[src/rtl/sp_ram_frame_buffer_ctrl_pkg.sv]
`default_nettype none
// ============================================================================
// Module   : sp_buf_pkg
// Purpose  : Shared types and helpers for the SP RAM frame buffer controller.
//            - state_e    : controller phase (FILL = writing, DRAIN = reading)
//            - SKID_DEPTH : output skid FIFO depth
//            - SKID_CNT_W : width of the skid FIFO occupancy count
//            - ad_fmt()   : places a word address on the 14-bit SP AD bus
// Revision : 1.0 - initial release
// ============================================================================
package sp_buf_pkg;

    typedef enum logic [0:0] {
        FILL  = 1'b0,
        DRAIN = 1'b1
    } state_e;

    localparam int SKID_DEPTH = 2;
    localparam int SKID_CNT_W = $clog2(SKID_DEPTH + 1);

    // The SP AD bus addresses bits, not words; the word address sits at
    // addr_lsb and every other AD bit must stay zero.
    function automatic logic [13:0] ad_fmt(input logic [13:0] word_addr,
                                           input int unsigned addr_lsb);
        ad_fmt = word_addr << addr_lsb;
    endfunction

endpackage
`default_nettype wire

[src/rtl/sp_ram_frame_buffer_ctrl_if.sv]
`default_nettype none
// ============================================================================
// Module   : sp_ram_frame_buffer_ctrl_if
// Purpose  : valid/ready sample stream.
//            data  : sample word            (master -> slave)
//            valid : data is valid          (master -> slave)
//            ready : slave accepts the word (slave -> master)
// Revision : 1.0 - initial release
// ============================================================================
interface sp_ram_frame_buffer_ctrl_if #(
    parameter int DATA_W = 32
);
    logic [DATA_W-1:0] data;
    logic              valid;
    logic              ready;

    modport master (output data, output valid, input ready);
    modport slave  (input data, input valid, output ready);
endinterface
`default_nettype wire

[src/rtl/sp_ram_frame_buffer_ctrl_skid.sv]
`default_nettype none
// ============================================================================
// Module   : sp_buf_skid
// Purpose  : SKID_DEPTH-entry FIFO of {last, data} in front of the output port.
//            i_push/i_push_data/i_push_last : write side (caller never overflows)
//            i_pop                          : consume head (only while o_valid)
//            o_valid/o_head_data/o_head_last: FIFO head
//            o_cnt                          : current occupancy
// Revision : 1.0 - initial release
// ============================================================================
module sp_buf_skid
    import sp_buf_pkg::*;
#(
    parameter int DATA_W = 32
) (
    input  wire                   clk,
    input  wire                   rst_n,
    input  wire                   i_push,
    input  wire  [DATA_W-1:0]     i_push_data,
    input  wire                   i_push_last,
    input  wire                   i_pop,
    output logic                  o_valid,
    output logic [DATA_W-1:0]     o_head_data,
    output logic                  o_head_last,
    output logic [SKID_CNT_W-1:0] o_cnt
);
    localparam int c_IDX_W = $clog2(SKID_DEPTH);

    logic [DATA_W:0]         mem_q [SKID_DEPTH];
    logic [DATA_W:0]         mem_d [SKID_DEPTH];
    logic [c_IDX_W-1:0]      wr_idx_q, wr_idx_d;
    logic [c_IDX_W-1:0]      rd_idx_q, rd_idx_d;
    logic [SKID_CNT_W-1:0]   cnt_q, cnt_d;

    always_comb begin
        mem_d    = mem_q;
        wr_idx_d = wr_idx_q;
        rd_idx_d = rd_idx_q;
        cnt_d    = cnt_q;
        if (i_push) begin
            mem_d[wr_idx_q] = {i_push_last, i_push_data};
            wr_idx_d        = wr_idx_q + c_IDX_W'(1);
        end
        if (i_pop) begin
            rd_idx_d = rd_idx_q + c_IDX_W'(1);
        end
        // Simultaneous push and pop leaves occupancy unchanged.
        case ({i_push, i_pop})
            2'b10:   cnt_d = cnt_q + SKID_CNT_W'(1);
            2'b01:   cnt_d = cnt_q - SKID_CNT_W'(1);
            default: cnt_d = cnt_q;
        endcase
    end

    always_ff @(posedge clk or negedge rst_n) begin
        if (!rst_n) begin
            wr_idx_q <= '0;
            rd_idx_q <= '0;
            cnt_q    <= '0;
        end else begin
            wr_idx_q <= wr_idx_d;
            rd_idx_q <= rd_idx_d;
            cnt_q    <= cnt_d;
        end
    end

    // Storage is qualified by cnt_q, so it needs no reset.
    always_ff @(posedge clk) begin
        mem_q <= mem_d;
    end

    assign o_valid                    = (cnt_q != '0);
    assign {o_head_last, o_head_data} = mem_q[rd_idx_q];
    assign o_cnt                      = cnt_q;

endmodule
`default_nettype wire

[src/rtl/sp_ram_frame_buffer_ctrl.sv]
`default_nettype none
// ============================================================================
// Module   : sp_ram_frame_buffer_ctrl
// Purpose  : Frame buffer controller for one SP RAM. Fills FRAME_LEN words
//            from the input stream, then drains them in order to the output
//            stream with m_last on the final word. One RAM port, so fill and
//            drain alternate.
// Ports    : clk, rst_n (async, active low)
//            s          : input stream (slave)  - ready only while filling
//            m          : output stream (master) - skid FIFO head
//            m_last     : head is word FRAME_LEN-1
//            frame_done : pulse when the last word is accepted
//            ram_*      : SP RAM port (CE, OCE, WRE, RESET, AD, DI, DO)
// Revision : 1.0 - initial release
// ============================================================================
module sp_ram_frame_buffer_ctrl
    import sp_buf_pkg::*;
#(
    parameter int DATA_W    = 32,
    parameter int FRAME_LEN = 32,
    parameter int ADDR_W    = 5,
    parameter int ADDR_LSB  = 4,
    parameter int READ_LAT  = 1
) (
    input  wire                       clk,
    input  wire                       rst_n,
    sp_ram_frame_buffer_ctrl_if.slave  s,
    sp_ram_frame_buffer_ctrl_if.master m,
    output logic                      m_last,
    output logic                      frame_done,
    output logic                      ram_ce,
    output logic                      ram_oce,
    output logic                      ram_wre,
    output logic                      ram_reset,
    output logic [13:0]               ram_ad,
    output logic [DATA_W-1:0]         ram_di,
    input  wire  [DATA_W-1:0]         ram_do
);
    localparam int                c_CNT_W     = ADDR_W + 1;
    localparam logic [ADDR_W-1:0] c_LAST_IDX  = ADDR_W'(FRAME_LEN - 1);
    localparam logic [c_CNT_W-1:0] c_FRAME_LEN = c_CNT_W'(FRAME_LEN);

    state_e              state_q, state_d;
    logic [ADDR_W-1:0]   wr_ptr_q, wr_ptr_d;
    logic [ADDR_W-1:0]   rd_ptr_q, rd_ptr_d;   // index of next word pushed into the FIFO
    logic [c_CNT_W-1:0]  issued_q, issued_d;   // reads issued this frame
    logic                inflight_q, inflight_d;

    logic                  w_issue;
    logic                  w_push;
    logic                  w_pop;
    logic [2:0]            w_credit;
    logic [ADDR_W-1:0]     w_ad_word;
    logic                  w_fifo_valid;
    logic [DATA_W-1:0]     w_head_data;
    logic                  w_head_last;
    logic [SKID_CNT_W-1:0] w_fifo_cnt;

    assign w_pop = w_fifo_valid & m.ready;

    // Slots already spoken for after this cycle's pop: a new read is only
    // issued when its data is guaranteed a free FIFO entry on arrival.
    assign w_credit = 3'(w_fifo_cnt) + 3'(inflight_q) - 3'(w_pop);
    assign w_issue  = (state_q == DRAIN) && (issued_q < c_FRAME_LEN)
                    && (w_credit < 3'(SKID_DEPTH));

    generate
        if (READ_LAT != 0) begin : g_pipe
            assign w_push = inflight_q;
        end else begin : g_bypass
            assign w_push = w_issue;
        end
    endgenerate

    always_comb begin
        state_d    = state_q;
        wr_ptr_d   = wr_ptr_q;
        rd_ptr_d   = rd_ptr_q;
        issued_d   = issued_q;
        inflight_d = (READ_LAT != 0) && w_issue;
        s.ready    = 1'b0;
        ram_ce     = 1'b0;
        ram_wre    = 1'b0;
        w_ad_word  = '0;
        frame_done = 1'b0;
        unique case (state_q)
            FILL: begin
                s.ready = 1'b1;
                if (s.valid) begin
                    ram_ce    = 1'b1;
                    ram_wre   = 1'b1;
                    w_ad_word = wr_ptr_q;
                    if (wr_ptr_q == c_LAST_IDX) begin
                        wr_ptr_d = '0;
                        state_d  = DRAIN;
                    end else begin
                        wr_ptr_d = wr_ptr_q + ADDR_W'(1);
                    end
                end
            end
            DRAIN: begin
                if (w_issue) begin
                    ram_ce    = 1'b1;
                    w_ad_word = issued_q[ADDR_W-1:0];
                    issued_d  = issued_q + c_CNT_W'(1);
                end
                if (w_push) begin
                    rd_ptr_d = rd_ptr_q + ADDR_W'(1);
                end
                // All reads are done once the last word leaves, so the
                // counters can be cleared without racing an issue or push.
                if (w_pop && w_head_last) begin
                    frame_done = 1'b1;
                    state_d    = FILL;
                    issued_d   = '0;
                    rd_ptr_d   = '0;
                end
            end
            default: state_d = FILL;
        endcase
    end

    always_ff @(posedge clk or negedge rst_n) begin
        if (!rst_n) begin
            state_q    <= FILL;
            wr_ptr_q   <= '0;
            rd_ptr_q   <= '0;
            issued_q   <= '0;
            inflight_q <= 1'b0;
        end else begin
            state_q    <= state_d;
            wr_ptr_q   <= wr_ptr_d;
            rd_ptr_q   <= rd_ptr_d;
            issued_q   <= issued_d;
            inflight_q <= inflight_d;
        end
    end

    sp_buf_skid #(
        .DATA_W (DATA_W)
    ) u_skid (
        .clk         (clk),
        .rst_n       (rst_n),
        .i_push      (w_push),
        .i_push_data (ram_do),
        .i_push_last (rd_ptr_q == c_LAST_IDX),
        .i_pop       (w_pop),
        .o_valid     (w_fifo_valid),
        .o_head_data (w_head_data),
        .o_head_last (w_head_last),
        .o_cnt       (w_fifo_cnt)
    );

    assign m.valid = w_fifo_valid;
    assign m.data  = w_head_data;
    assign m_last  = w_fifo_valid & w_head_last;

    // SP RESET would clear the array, so it is never used.
    assign ram_reset = 1'b0;
    assign ram_oce   = (READ_LAT != 0);
    assign ram_ad    = ad_fmt(14'(w_ad_word), ADDR_LSB);
    assign ram_di    = s.data;

endmodule
`default_nettype wire

[src/flat_wrapper.sv]
// flat-port wrapper written by rule: the top's interface ports become plain ports
module sp_ram_frame_buffer_ctrl_flat import sp_buf_pkg::*;
#(
    parameter int DATA_W    = 32,
    parameter int FRAME_LEN = 32,
    parameter int ADDR_W    = 5,
    parameter int ADDR_LSB  = 4,
    parameter int READ_LAT  = 1
)
  (clk, rst_n, m_last, frame_done, ram_ce, ram_oce, ram_wre, ram_reset, ram_ad, ram_di, ram_do, s_data, s_valid, s_ready, m_data, m_valid, m_ready);
  sp_ram_frame_buffer_ctrl_if #(.DATA_W(DATA_W)) s_i ();
  sp_ram_frame_buffer_ctrl_if #(.DATA_W(DATA_W)) m_i ();
  input  wire clk;
  input  wire rst_n;
  output logic m_last;
  output logic frame_done;
  output logic ram_ce;
  output logic ram_oce;
  output logic ram_wre;
  output logic ram_reset;
  output logic [13:0] ram_ad;
  output logic [DATA_W-1:0] ram_di;
  input  wire  [DATA_W-1:0] ram_do;
  input wire logic [$bits(s_i.data)-1:0] s_data;
  input wire logic [$bits(s_i.valid)-1:0] s_valid;
  output wire logic [$bits(s_i.ready)-1:0] s_ready;
  output wire logic [$bits(m_i.data)-1:0] m_data;
  output wire logic [$bits(m_i.valid)-1:0] m_valid;
  input wire logic [$bits(m_i.ready)-1:0] m_ready;
  assign s_i.data = s_data;
  assign s_i.valid = s_valid;
  assign s_ready = s_i.ready;
  assign m_data = m_i.data;
  assign m_valid = m_i.valid;
  assign m_i.ready = m_ready;
  sp_ram_frame_buffer_ctrl #(.DATA_W(DATA_W), .FRAME_LEN(FRAME_LEN), .ADDR_W(ADDR_W), .ADDR_LSB(ADDR_LSB), .READ_LAT(READ_LAT)) u_core (.clk(clk), .rst_n(rst_n), .s(s_i), .m(m_i), .m_last(m_last), .frame_done(frame_done), .ram_ce(ram_ce), .ram_oce(ram_oce), .ram_wre(ram_wre), .ram_reset(ram_reset), .ram_ad(ram_ad), .ram_di(ram_di), .ram_do(ram_do));
endmodule
[config.mk]
export PLATFORM = sky130hd
export DESIGN_NAME = sp_ram_frame_buffer_ctrl_flat
export DESIGN_NICKNAME = d
export VERILOG_FILES = /design/src/rtl/sp_ram_frame_buffer_ctrl_pkg.sv /design/src/rtl/sp_ram_frame_buffer_ctrl_if.sv /design/src/rtl/sp_ram_frame_buffer_ctrl_skid.sv /design/src/rtl/sp_ram_frame_buffer_ctrl.sv /design/src/flat_wrapper.sv
export SDC_FILE = /design/constraint.sdc
export NUM_CORES = 1
export LEC_CHECK = 0
export CORE_ASPECT_RATIO = 0.9
export CORE_MARGIN = 1.5
export CORE_UTILIZATION = 47
export CTS_BUF_LIST = sky130_fd_sc_hd__clkbuf_16
export DETAILED_ROUTE_END_ITERATION = 10
export PLACE_DENSITY = 0.92
export SLEW_MARGIN = 10
export SYNTH_ARGS = -nofsm -noshare
export SYNTH_HDL_FRONTEND = slang
export SYNTH_SLANG_ARGS = --single-unit
[constraint.sdc]
create_clock -name clk -period 5.06 [get_ports clk]
set_input_delay 0.506 -clock clk [delete_from_list [all_inputs] [get_ports clk]]
set_output_delay 0.506 -clock clk [all_outputs]
set_load 0.005 [all_outputs]
==> results by group <==
Run status
  • Status: finished, final reports clean

Drt
  • DRC viols: 0
  • Initial DRC count: 87
  • Drt total wl: 7040 um
  • Pre-antenna DRT Iters: 4
  • Mean routed wirelength per cell: 16.5 um
  • Vias/cell: 5.21
  • Max Used Layer: met4
  • Met1 WL: 3000 um
  • Via count: 2219
  • Detailed route wirelength on metal2: 3390 um
  • Final ANT Viol Nets: 0
  • WL met3: 568 um

Cells and area
  • Register area: 2530 sq um
  • Fillcell total: 627
  • N_diodes: 0
  • Multi-input gate area: 1070 sq um
  • Area Overhead vs Synth: 23.2%
  • Nets: 396
  • Layout cell share with drive strength beyond 1: 19.6%
  • Fin cells: 426

STA
  • Final period util: 70.4%
  • Slew headroom: 35.4%
  • Final Max Tran Viols: 0
  • Sum of negative setup slack: 0 ns
  • Post-layout minimum cycle time: 3.56 ns
  • Final WS setup: 1.50 ns
  • Hold Fails Final Rpt: 0
  • Clock skew: 0.00438 ns
  • RSZ-0062 raised after global routing: no
  • Setup-failing EPs final: 0
  • Fmax: 281 MHz
  • Worst slew pin tran: 0.966 ns

Die
  • Die width: 99.4 um
  • Die Y-Extent: 89.7 um
  • Die area: 8910 sq um
  • Rows: 31
  • Initial Util: 48.7%
  • Placeable core area: 8070 sq um
  • I/O pin count: 154

Placement
  • IO buf count: 78
  • Pre-CTS setup slack: 1.51 ns
  • Post-DP HPWL: 4790 um
  • GPL Wtd Cong: 0.787
  • Post-Place Cells: 410

Synthesis
  • EDFF count, synth: 66
  • Sequential fraction of the synthesis area: 64.5%
  • Share of the synthesized area in the top cell type: 50.5%
  • Yosys warns: 0
  • Synth area leader: edfxtp_1
  • Post-synth design cell area: 3930 sq um
  • Post-synth cell types: 42
  • Synthesized area per cell: 14.5 sq um
  • Dominant cells by area after synthesis: edfxtp_1, dfrtp_1, mux2_2
  • Top cells by count, synth: edfxtp_1, buf_4, mux2_2
  • Mapped Cells: 270
  • Yosys reg bits: 88
  • Count leader, synth: edfxtp_1
  • Ys async rst share: 25.0%
  • Most used DFF post-synth: edfxtp_1

Setup path
  • Crit path arrival time: 3.06 ns
  • Worst R2R Setup Slack: 2.68 ns
  • Worst r2r src: u_core.inflight_q$_DFF_PN0_
  • R2R cell count: 7
  • Cell mode on critical path: clkdlybuf4s50_1
  • Reg2Reg Capture Point: u_core.issued_q[0]$_DFFE_PN0P_
  • Slowest-stage cell, CP: clkdlybuf4s50_1
  • Crit path kind: input pin to output pin
  • Kind of start point of the critical path: input pin
  • Crit-path max FO: 8
  • Req. time, crit path: 4.55 ns
  • Worst path cell trace: clkdlybuf4s50_1 > xor2_1 > nand2_1 > fa_1 > nand3b_4 > nor2_2 > a22o_1 > clkdlybuf4s50_1
  • Crit path to: ram_ad[4]
  • Crit-path max cell delay: 0.56 ns
  • Crit path from: m_ready
  • Crit end category: output pin

CTS
  • CTS resizes: 0
  • Post-CTS Hold Buffers: 0
  • CTS Root Cell: clkbuf_16
  • Max clock buf depth: 2
  • H-tree depth: 3
  • Setup bufs post-CTS: 0
  • Clk sinks: 88
  • Number of buffers created by CTS: 9
  • Worst-Skew Late Latency: 0.33 ns
  • Reg clk slew, reported paths: 0.06 ns
  • CTS tree: built

GRT
  • Initial antenna violation count: 0
  • Vias in the first global route: 2274
  • Largest net degree at the start of global routing: 35
  • Gr ovfl total: 0
  • First-pass GRT wire length: 11300 um
  • Total track usage: 16.6%

Min path
  • Hold crit path type: flip-flop to flip-flop
  • Hold Startpoint: u_core.issued_q[5]$_DFFE_PN0P_

Power and ir drop
  • VDD IR-drop max: 0.272 mV
  • LEAKAGE: 1.79 nW
  • Pwr dens: 445 nW/um^2

Flow run
  • Max-cap violations: 0
==> stage by stage <==
stage / instance area [sq um] / power (mW) / hold slack, ns / utilization, %
CTS: 4840 / 2.18 / 0.516 / 60.0
detailed placement: 4540 / 1.52 / 0.502 / 56.3
global placement: 4540 / 1.50 / 0.482 / 56.3
floorplan: 3960 / 1.27 / 0.210 / -
global route: 4840 / 2.26 / 0.549 / 60.0
finish: 4840 / 2.15 / 0.516 / 60.0
==> worst min path at each step <==
stage	to	slack [ns]	cells after the start
after global placement	u_core.rd_ptr_q[4]$_DFFE_PN0P_	0.48	1
after global routing	u_core.rd_ptr_q[4]$_DFFE_PN0P_	0.55	1
after CTS	u_core.issued_q[5]$_DFFE_PN0P_	0.52	2
after detailed placement	u_core.issued_q[5]$_DFFE_PN0P_	0.50	2
final	u_core.issued_q[5]$_DFFE_PN0P_	0.52	2
after floorplan	u_core.inflight_q$_DFF_PN0_	0.21	0
==> sequential cells by signal, indices dropped and copies added (netlist names) <==
name	flops
u_core.u_skid.rd_idx_q	1
u_core.u_skid.wr_idx_q	1
u_core.u_skid.mem_q	66
u_core.inflight_q	1
u_core.rd_ptr_q	5
u_core.issued_q	6
u_core.u_skid.o_cnt	2
u_core.wr_ptr_q	5
u_core.state_q	1
==> routing by layer <==
| layer | up-vias | GRT usage (%) |
|---|---|---|
| met5 | - | 0 |
| met1 | 1070 | 20.3 |
| met3 | 15 | 7.54 |
| met4 | 0 | 4.58 |
| met2 | 103 | 26.7 |
| li1 | 1031 | - |
==> cells by family after synthesis <==
kind of cell | share of synthesized area [%]
compound gates | 4.81
xor+xnor | 1.98
simple gates | 7.04
flops | 64.5
fa+ha+maj | 2.10
buf+inv | 9.27
other cells | 0.191
mux | 10.1
==> cell type report <==
cell class	count	area share, %
Sequential cell	88	52.4
Clock inverter	7	1.50
Multi-Input combinational cell	139	22.2
Tap cell	99	2.56
Clock buffer	9	4.66
Inverter	4	0.310
Timing Repair Buffer	80	16.5
==> layout by cell type (no fill, tap or decap), drive strengths merged, types with 3 or more instances in the layout <==
cell type and n:
clkdlybuf4s50 78, a21oi 3, dfrtp 22, ha 5
xnor2 5, nand3 5, mux2 33, nor3 4
o21ai 8, nor2 15, edfxtp 66, nand2 17
clkinv 3, a22o 7, xor2 3, inv 6
nor2b 4, clkbuf 9, conb 11
==> power by group <==
part	total (mW)	internal (mW)	switching, mW
Clock	0.652	0.384	0.268
Combinational	0.554	0.331	0.224
Sequential	0.946	0.878	0.0686
Total	2.15	1.59	0.561
==> critical path: cells and delay by family <==
family,cells,cell delay (ns)
AND/OR/NAND/NOR,3,0.55
XOR/XNOR,1,0.19
AO/OA/AOI/OAI,1,0.22
buffers and inverters,2,1.06
adder cells (fa/ha/maj),1,0.54
(Power assumes the default switching activity.)
